File: src/rtl/fpu_pkg.sv
// fpu_pkg: shared IEEE-754 single-precision constants and helpers.
// Used by the divider beside the combinational multiplier.
package fpu_pkg;

    localparam logic [31:0] FP_QNAN     = 32'h7fc00000;
    localparam logic [31:0] FP_NEG_QNAN = 32'hffc00000;
    localparam logic [31:0] FP_INF      = 32'h7f800000;
    localparam int          FP_BIAS     = 127;

    typedef enum logic [2:0] {
        S_IDLE,
        S_CLASSIFY,
        S_SETUP,
        S_DIVIDE,
        S_NORMALIZE,
        S_ROUND,
        S_DONE
    } fdiv_state_e;

    function automatic logic is_nan(input logic [31:0] f);
        return (&f[30:23]) && (|f[22:0]);
    endfunction

    function automatic logic is_inf(input logic [31:0] f);
        return (&f[30:23]) && !(|f[22:0]);
    endfunction

    function automatic logic is_zero(input logic [31:0] f);
        return !(|f[30:0]);
    endfunction

    // Position of the leading one counted from bit 23.
    function automatic logic [4:0] lzc24(input logic [23:0] m);
        logic [4:0] n;
        n = 5'd24;
        for (int i = 0; i < 24; i++)
            if (m[i]) n = 5'(23 - i);
        return n;
    endfunction

    // Carry out of the fraction ripples into the exponent field.
    function automatic logic [30:0] round_to_nearest_even(
        input logic [30:0] mag,
        input logic        g,
        input logic        s
    );
        return mag + 31'(g & (s | mag[0]));
    endfunction

endpackage

File: src/rtl/float_divider_seq_if.sv
// float_divider_seq_if: start/busy/done handshake and operand bus.
// master drives operands, slave returns the quotient.
interface float_divider_seq_if;

    logic        start;
    logic [31:0] fa;
    logic [31:0] fb;
    logic [31:0] fz;
    logic        busy;
    logic        done;

    modport master (
        output start, fa, fb,
        input  fz, busy, done
    );

    modport slave (
        input  start, fa, fb,
        output fz, busy, done
    );

endinterface

File: src/rtl/fdiv_restoring_step.sv
// fdiv_restoring_step: one restoring quotient bit.
// Combinational; chained twice for two bits per cycle.
module fdiv_restoring_step #(
    parameter int W = 26
) (
    input  logic [W-1:0] rem,
    input  logic [W-1:0] div,
    output logic [W-1:0] rem_nxt,
    output logic         q
);

    logic [W-1:0] trial;

    assign trial   = rem - div;
    assign q       = ~trial[W-1];
    assign rem_nxt = (q ? trial : rem) << 1;

endmodule

File: src/rtl/float_divider_seq.sv
// float_divider_seq: multi-cycle IEEE-754 single divider, fz = fa / fb.
// Define FDIV_RADIX4_EN to retire two quotient bits per DIVIDE cycle.
module float_divider_seq
    import fpu_pkg::*;
#(
    parameter int ITER  = 26,
    parameter int EXP_W = 10
) (
    input logic                clk,
    input logic                clr,
    float_divider_seq_if.slave bus
);

`ifdef FDIV_RADIX4_EN
    localparam int STEPS = 2;
`else
    localparam int STEPS = 1;
`endif
    localparam logic [4:0] CNT_LAST = 5'(ITER / STEPS - 1);

    fdiv_state_e             state;
    logic [31:0]             a, b;
    logic                    sz;
    logic [23:0]             mb;
    logic [ITER-1:0]         rem, q;
    logic signed [EXP_W-1:0] e;
    logic                    sticky;
    logic [4:0]              cnt;

    logic [ITER-1:0] div, rem_d, q_d, rem1;
    logic            q1;

    assign div = ITER'(mb);

    fdiv_restoring_step #(.W(ITER)) u_step0 (
        .rem(rem), .div(div), .rem_nxt(rem1), .q(q1)
    );

`ifdef FDIV_RADIX4_EN
    logic [ITER-1:0] rem2;
    logic            q2;

    fdiv_restoring_step #(.W(ITER)) u_step1 (
        .rem(rem1), .div(div), .rem_nxt(rem2), .q(q2)
    );

    assign rem_d = rem2;
    assign q_d   = {q[ITER-3:0], q1, q2};
`else
    assign rem_d = rem1;
    assign q_d   = {q[ITER-2:0], q1};
`endif

    logic        sz_c, special;
    logic [31:0] spec_z;

    always_comb begin
        sz_c    = a[31] ^ b[31];
        special = 1'b1;
        spec_z  = '0;
        if (is_nan(a))                     spec_z = a;
        else if (is_nan(b))                spec_z = b;
        else if (is_inf(a) && is_inf(b))   spec_z = FP_NEG_QNAN;
        else if (is_zero(a) && is_zero(b)) spec_z = FP_NEG_QNAN;
        else if (is_inf(a))                spec_z = {sz_c, FP_INF[30:0]};
        else if (is_inf(b))                spec_z = {sz_c, 31'd0};
        else if (is_zero(a))               spec_z = {sz_c, 31'd0};
        else if (is_zero(b))               spec_z = {sz_c, FP_INF[30:0]};
        else                               special = 1'b0;
    end

    // Subnormal operands are left-justified with effective exponent 1-lz.
    logic [23:0]             ma_s, mb_s, ma_n, mb_n;
    logic [4:0]              lza, lzb;
    logic signed [EXP_W-1:0] ea_s, eb_s, e_s;

    always_comb begin
        ma_s = {|a[30:23], a[22:0]};
        mb_s = {|b[30:23], b[22:0]};
        lza  = lzc24(ma_s);
        lzb  = lzc24(mb_s);
        ma_n = ma_s << lza;
        mb_n = mb_s << lzb;
        ea_s = ((a[30:23] == 8'd0) ? EXP_W'(1) : EXP_W'(a[30:23]))
               - EXP_W'(lza);
        eb_s = ((b[30:23] == 8'd0) ? EXP_W'(1) : EXP_W'(b[30:23]))
               - EXP_W'(lzb);
        e_s  = ea_s - eb_s + EXP_W'(FP_BIAS);
    end

    logic [ITER-1:0]         q_n, mask;
    logic signed [EXP_W-1:0] e_n, sh;
    logic                    st_n;

    always_comb begin
        q_n  = q[ITER-1] ? q : q << 1;
        e_n  = q[ITER-1] ? e : e - EXP_W'(1);
        st_n = |rem;
        sh   = EXP_W'(1) - e_n;
        mask = '0;
        if (e_n[EXP_W-1] || e_n == '0) begin
            if (sh >= EXP_W'(ITER)) begin
                st_n = st_n | (|q_n);
                q_n  = '0;
            end else begin
                mask = ~({ITER{1'b1}} << sh[4:0]);
                st_n = st_n | (|(q_n & mask));
                q_n  = q_n >> sh[4:0];
            end
            e_n = '0;
        end
    end

    // Guard is q[1]; q[0] only matters as part of the sticky.
    logic [30:0] mag_r;
    logic [31:0] res_z;

    always_comb begin
        mag_r = round_to_nearest_even({e[7:0], q[ITER-2:2]},
                                      q[1], q[0] | sticky);
        if (e >= EXP_W'(255) || (&mag_r[30:23]))
            res_z = {sz, FP_INF[30:0]};
        else
            res_z = {sz, mag_r};
    end

    always_ff @(posedge clk) begin
        if (!clr) begin
            state    <= S_IDLE;
            a        <= '0;
            b        <= '0;
            sz       <= 1'b0;
            mb       <= '0;
            rem      <= '0;
            q        <= '0;
            e        <= '0;
            sticky   <= 1'b0;
            cnt      <= '0;
            bus.fz   <= '0;
            bus.busy <= 1'b0;
            bus.done <= 1'b0;
        end else begin
            unique case (state)
                S_IDLE: begin
                    if (bus.start) begin
                        a        <= bus.fa;
                        b        <= bus.fb;
                        bus.busy <= 1'b1;
                        state    <= S_CLASSIFY;
                    end
                end
                S_CLASSIFY: begin
                    sz <= sz_c;
                    if (special) begin
                        bus.fz   <= spec_z;
                        bus.done <= 1'b1;
                        state    <= S_DONE;
                    end else begin
                        state <= S_SETUP;
                    end
                end
                S_SETUP: begin
                    rem   <= ITER'(ma_n);
                    mb    <= mb_n;
                    e     <= e_s;
                    q     <= '0;
                    cnt   <= '0;
                    state <= S_DIVIDE;
                end
                S_DIVIDE: begin
                    rem <= rem_d;
                    q   <= q_d;
                    cnt <= cnt + 5'd1;
                    if (cnt == CNT_LAST) state <= S_NORMALIZE;
                end
                S_NORMALIZE: begin
                    q      <= q_n;
                    e      <= e_n;
                    sticky <= st_n;
                    state  <= S_ROUND;
                end
                S_ROUND: begin
                    bus.fz   <= res_z;
                    bus.done <= 1'b1;
                    state    <= S_DONE;
                end
                S_DONE: begin
                    bus.done <= 1'b0;
                    bus.busy <= 1'b0;
                    state    <= S_IDLE;
                end
                default: state <= S_IDLE;
            endcase
        end
    end

endmodule

File: src/flat_wrapper.sv
// flat-port wrapper written by rule: the top's interface ports become plain ports
module float_divider_seq_flat import fpu_pkg::*;
#(
    parameter int ITER  = 26,
    parameter int EXP_W = 10
)
  (clk, clr, bus_start, bus_fa, bus_fb, bus_fz, bus_busy, bus_done);
  float_divider_seq_if bus_i ();
  input logic clk;
  input logic clr;
  input wire logic [$bits(bus_i.start)-1:0] bus_start;
  input wire logic [$bits(bus_i.fa)-1:0] bus_fa;
  input wire logic [$bits(bus_i.fb)-1:0] bus_fb;
  output wire logic [$bits(bus_i.fz)-1:0] bus_fz;
  output wire logic [$bits(bus_i.busy)-1:0] bus_busy;
  output wire logic [$bits(bus_i.done)-1:0] bus_done;
  assign bus_i.start = bus_start;
  assign bus_i.fa = bus_fa;
  assign bus_i.fb = bus_fb;
  assign bus_fz = bus_i.fz;
  assign bus_busy = bus_i.busy;
  assign bus_done = bus_i.done;
  float_divider_seq #(.ITER(ITER), .EXP_W(EXP_W)) u_core (.clk(clk), .clr(clr), .bus(bus_i));
endmodule
File: config.mk
export PLATFORM = sky130hd
export DESIGN_NAME = float_divider_seq_flat
export DESIGN_NICKNAME = d
export VERILOG_FILES = /design/src/rtl/fpu_pkg.sv /design/src/rtl/float_divider_seq_if.sv /design/src/rtl/fdiv_restoring_step.sv /design/src/rtl/float_divider_seq.sv /design/src/flat_wrapper.sv
export SDC_FILE = /design/constraint.sdc
export NUM_CORES = 1
export LEC_CHECK = 0
export ABC_AREA = 0
export BUFFER_PORTS_ARGS = -buffer_cell sky130_fd_sc_hd__buf_2
export CORE_MARGIN = 1
export CORE_UTILIZATION = 55
export CTS_CLUSTER_SIZE = 14
export DETAILED_ROUTE_END_ITERATION = 8
export PLACE_DENSITY = 0.75
export SYNTH_ARGS = -nofsm -noshare
export SYNTH_HDL_FRONTEND = slang
export SYNTH_SLANG_ARGS = --single-unit
File: constraint.sdc
create_clock -name clk -period 5.3 [get_ports clk]
set_input_delay 1.06 -clock clk [delete_from_list [all_inputs] [get_ports clk]]
set_output_delay 1.06 -clock clk [all_outputs]
set_load 0.01 [all_outputs]
**Yosys cells after proc, flatten, opt, wreduce, memory -nomap -nowiden**

Index checks and enable logic that the tools add are counted.
Widths: inputs -> output; s select.

- Memories: 0
- Register bits: 194
- Output and inout bits: 34
- Latch bits: 0
- ROM bits: 0
- Bits in writable memories: 0
- Logic and storage cells: 175
- Bits of input ports: 67

- Divide/modulo/power cells: 0
- Shift-type cells: 4
- Order comparisons: 2
- Multiply operators: 0
- Equal/unequal tests: 10
- Reductions and logical operators: 39
- $add $sub $neg: 9
- Bitwise operators: 9
- Muxes and demuxes: 89

Operator list:

| operator | number |
|---|---|
| $mux 32 | 9 |
| $mux 5 | 32 |
| $mux 26 | 3 |
| $pmux 26 s3 | 1 |
| $reduce_or 26->1 | 3 |
| $mux 4 | 16 |
| $pmux 32 s2 | 1 |
| $reduce_or 31->1 | 2 |
| $pmux 26 s2 | 1 |
| $shl 24x5->24 | 2 |
| $reduce_or 23->1 | 2 |
| $add 31x31->31 | 1 |
| $and 1x31->31 | 1 |
| $mux 31 | 1 |
| $and 26x26->26 | 1 |
| $not 26->26 | 1 |
| $shl 26x5->26 const A | 1 |
| $shr 26x5->26 | 1 |
| $sub 26x24->26 | 1 |
| $mux 25 | 1 |
| $reduce_and 8->1 | 3 |
| $mux 10 | 2 |
| $pmux 10 s2 | 1 |
| $sub 10x5->10 | 2 |
| other kinds (33) | 73 |

**Longest topological paths before layout**

- Word-level depth: 28
- Gate-level depth with buffers: 21
- Mapped depth without buffers: 19

**Hierarchy**

Synthesis repeated with hierarchy kept, for this count alone.

- Cells, all modules: 2264
- Area total of the unflattened synthesis: 16529.6 sq um

Modules (own cells, without submodules):

| module | seq. area each (sq um) | cells each | area an instance (sq um) | times used |
|---|---|---|---|---|
| float_divider_seq | 3883.7 | 2026 | 14717.9 | 1 |
| fdiv_restoring_step | 0.0 | 238 | 1811.7 | 1 |

**Least setup slack after synthesis**

OpenSTA, ideal clock, no wires.

- Path type: register -> register
- Start: register u_core.a[4]
- End: register u_core.e[8]
- Cell stages (with the launch flop): 19
- Data arrival time: 4061 ps
- Path buffers: 2
- Slack: 1113 ps
- Period minus slack after synthesis: 4187 ps
- Required time: 5174 ps
- Library setup time: 126 ps
- Path through: dfxtp_1 clkbuf_1 or4_1 o21ai_1 nand2_1 a21oi_1 inv_2 buf_2 fa_1 fa_1 ha_1 a21o_1 a21oi_1 o21bai_1 a21oi_1 o21bai_1 a21oi_1 xnor2_1 o211ai_1

- Word-level cells in the longest chain between the ends: 24

Ends and longest elaborated chain:

| item | RTL line | source |
|---|---|---|
| from (decl) | float_divider_seq.sv:22 | `logic [31:0] a, b;` |
| from (signal assigned) | float_divider_seq.sv:146 | `a <= bus.fa;` |
| $mux 4 (4 in series) | fpu_pkg.sv:37 | `if (m[i]) n = 5'(23 - i);` |
| $mux 5 (16 in series) | fpu_pkg.sv:37 |  |
| $sub 10x5->10 | float_divider_seq.sv:85 | `- EXP_W'(lza);` |
| $sub 10x10->10 | float_divider_seq.sv:88 | `e_s = ea_s - eb_s + EXP_W'(FP_BIAS);` |
| $add 10x8->10 | float_divider_seq.sv:88 |  |
| $pmux 10 s2 | float_divider_seq.sv:143 | `unique case (state)` |
| to (signal assigned) | float_divider_seq.sv:165 | `e <= e_s;` |
| to (signal assigned) | float_divider_seq.sv:178 | `e <= e_n;` |
| to (decl) | float_divider_seq.sv:26 | `logic signed [EXP_W-1:0] e;` |

Every way passes these cells.
A chain may end at the register's enable or synchronous reset.

**Worst setup path in the final report**

- Start: register u_core.a[0]
- End: register u_core.e[9]

- Word-level cells in the longest chain between the ends: 28

Ends and longest elaborated chain:

| item | RTL line |
|---|---|
| $mux 4 (8 in series) | fpu_pkg.sv:37 |
| $mux 5 (16 in series) | fpu_pkg.sv:37 |
| $sub 10x5->10 | float_divider_seq.sv:85 |
| $sub 10x10->10 | float_divider_seq.sv:88 |
| $add 10x8->10 | float_divider_seq.sv:88 |
| $pmux 10 s2 | float_divider_seq.sv:143 |

Every way passes these cells.

==> reports/metrics.csv <==
metric,value,unit
status,"complete, no violations",
R2R setup slack,0.61,ns
FF-to-FF Start,u_core.a[0],
Routed WL per cell,23.0,um
antenna cell count,0,
row count,62,
Setup crit end kind,register,
clk buf depth,2,
worst slew pin tran,1.21,ns
Area Growth Syn to Fin,7.47,%
crit path time final,4.69,ns
#FFs+latches synth,194,
Core Region,0.0287,mm2
sequential cell area fraction in the yosys report,24.3,%
first-pass GRT wire length,91100,um
Synth top area share,24.3,%
hold buffers post-CTS,0,
Final ANT Viol Nets,0,
crit share post-route,88.6,%
Max Cap Viol,0,
GRT Overall Usage,38.7,%
R2R depth,18,
die height,173,um
"Top FF cell, synth",dfxtp_1,
RD Place Congestion,1.02,
# clock sinks,194,
hold depth,2,
Mapped Nets,2287,
RSZ-0062 raised after global routing,no,
end of the worst register-to-register path,u_core.e[9],
residual DRC count,0,
CTS tree,done,
Hold WC Path Type,reg -> reg,
cts bufs inserted,17,
Final setup viols,0,
hold path startpoint,u_core.bus.fz[25],
synth unique cells,105,
CP Class,reg -> reg,
Setup TNS,0,ns
Fmax achieved,0.213,GHz
DP Wirelength,43500,um
most frequent cells in the layout,"nand2_1, nor2_1, dfxtp_1",
final WL,58600,um
Worst Hold End,u_core.bus.fz[25],
Setup Buffers After CTS,0,
Syn. warnings,0,
# resized after CTS,0,
GR Overflow Total,0,
DP Area,0.0166,mm2
total power,0.00721,W
Static Leakage,6.62,nW
final net count,2279,
drt first-iter violations,2384,
startpoint types,register,
max_slew headroom,19.3,%
Die W,173,um
async set or reset register ratio after synthesis,0,%
port bufs,100,
"Avg Cell Area, Syn",7.40,um2
share of cells above drive strength 1,11.5,%
fin area,0.0172,mm2
crit-path max FO,10,
Post-Synthesis Cells,2163,
Power Dens Cells,419,mW/mm2
"most common cell after layout, fill and taps aside",nand2_1,
Die Area,0.0298,mm2
Final Max Slew Viols,0,
H-tree lvl count,4,
CTS root buf,clkbuf_16,
Final Skew,0.0154,ns
Post-synth EDFFs,0,
drt via density,6.74,
Worst Path Required,5.70,ns
maximum vdd drop,0.237,mV
"CTS clk-pin slew, worst paths",0.08,ns
fillers,2712,
Critical Path AT,5.10,ns
worst skew pair latency,0.47,ns
vias,17200,
First-pass DRT Iterations,7,
Yosys top cell by area,dfxtp_1,
"Cell Area, Synth",0.0160,mm2
IO Count,101,
top post-synthesis cells by area,"dfxtp_1, mux2i_1, nand2_1",
pin count of the biggest net entering global routing,76,
initial antenna violation count,0,
final hold vios,0,
starting density of the core,55.8,%
vias in the first global route,15500,
## cell type report
cell class	count	area, um2	area share, %
multi-input cells	1714	11100	64.4
flip-flops and latches	194	3890	22.6
repair buffers	143	823	4.78
well taps	384	480	2.79
clock buffers	18	439	2.55
inverters	85	320	1.86
clock inverters	14	173	1.00
## report_power, final
group | total [W] | internal [W] | switching, W
sequential | 0.00177 | 0.00156 | 0.000215
combinational | 0.00404 | 0.00151 | 0.00253
clock | 0.00140 | 0.000725 | 0.000671
total | 0.00721 | 0.00379 | 0.00342
## flip-flops by register name, indices dropped and copies added, names as in the netlist
| signal | flops |
|---|---|
| u_core.a | 32 |
| u_core.b | 32 |
| u_core.bus.fz | 32 |
| u_core.q | 26 |
| u_core.rem | 26 |
| u_core.mb | 24 |
| u_core.e | 10 |
| u_core.cnt | 5 |
| u_core.state | 3 |
| u_core.bus.busy | 1 |
| u_core.bus.done | 1 |
| u_core.sticky | 1 |
| u_core.sz | 1 |
## layer usage
layer | global-route usage [%] | share of wire (%)
met1 | 54.7 | 42
met2 | 58.1 | 43
met3 | 5.94 | 11
met4 | 17.0 | 4.5
met5 | 0 | 0
## through the flow
step	hold WS, ns	util (%)	cells	setup WS [ns]
finish	0.463	59.9	2552	0.606
floorplan	0.432	-	2163	1.11
global placement	0.440	57.8	2520	0.792
detailed placement	0.454	57.8	2520	0.702
global route	0.505	59.9	2552	0.228
CTS	0.465	59.9	2552	0.690
## synth_stat cells (12+ instances only)
library cell	count
a21oi_1	187
nor3_1	61
o211ai_1	15
or3_1	13
inv_1	77
nand2_1	291
a221oi_1	41
o22ai_1	27
dfxtp_1	194
o21ai_0	125
nand3_1	39
ha_1	45
mux2i_1	157
a211oi_1	22
o21ai_1	16
xor2_1	27
a22oi_1	30
nand4_1	22
xnor2_1	45
a31oi_1	27
nor2_1	197
nor4_1	26
nor2b_1	16
clkbuf_1	116
o21a_1	14
fa_1	12
buf_2	32
nand2b_1	26
mux2_2	15
## critical path, stage by stage (launching register included)
cell and delay (ns):
dfxtp_1 0.46, nor2_1 0.08, o311ai_1 0.28, a31oi_1 0.21, o21ai_0 0.45, nand2_2 0.32
fa_1 0.63, fa_1 0.43, ha_1 0.24, fa_1 0.41, a21oi_1 0.16, nor2_1 0.05
nor2_1 0.15, o21bai_1 0.08, a21oi_1 0.21, nor2b_1 0.07, nor4_1 0.19, a31oi_1 0.08
nor2_1 0.11
## cell families after synthesis
group | share of synthesized area (%)
buffers and inverters | 6.60
XOR/XNOR | 4.14
AND/OR/NAND/NOR | 22.4
AO/OA/AOI/OAI | 26.7
flip-flops | 24.3
multiplexers | 10.9
adder cells (fa/ha/maj) | 5.02
## worst max-delay path by stage
stage / to / start
6_report: u_core.e[9] / u_core.a[0]
4_1_cts: u_core.e[9] / u_core.a[27]
3_3_place_gp: u_core.e[8] / u_core.a[27]
5_1_grt: u_core.e[9] / u_core.a[27]
3_5_place_dp: u_core.e[8] / u_core.a[27]
2_1_floorplan: u_core.e[8] / u_core.a[4]
Note: power is estimated with default switching activity, not from simulation.
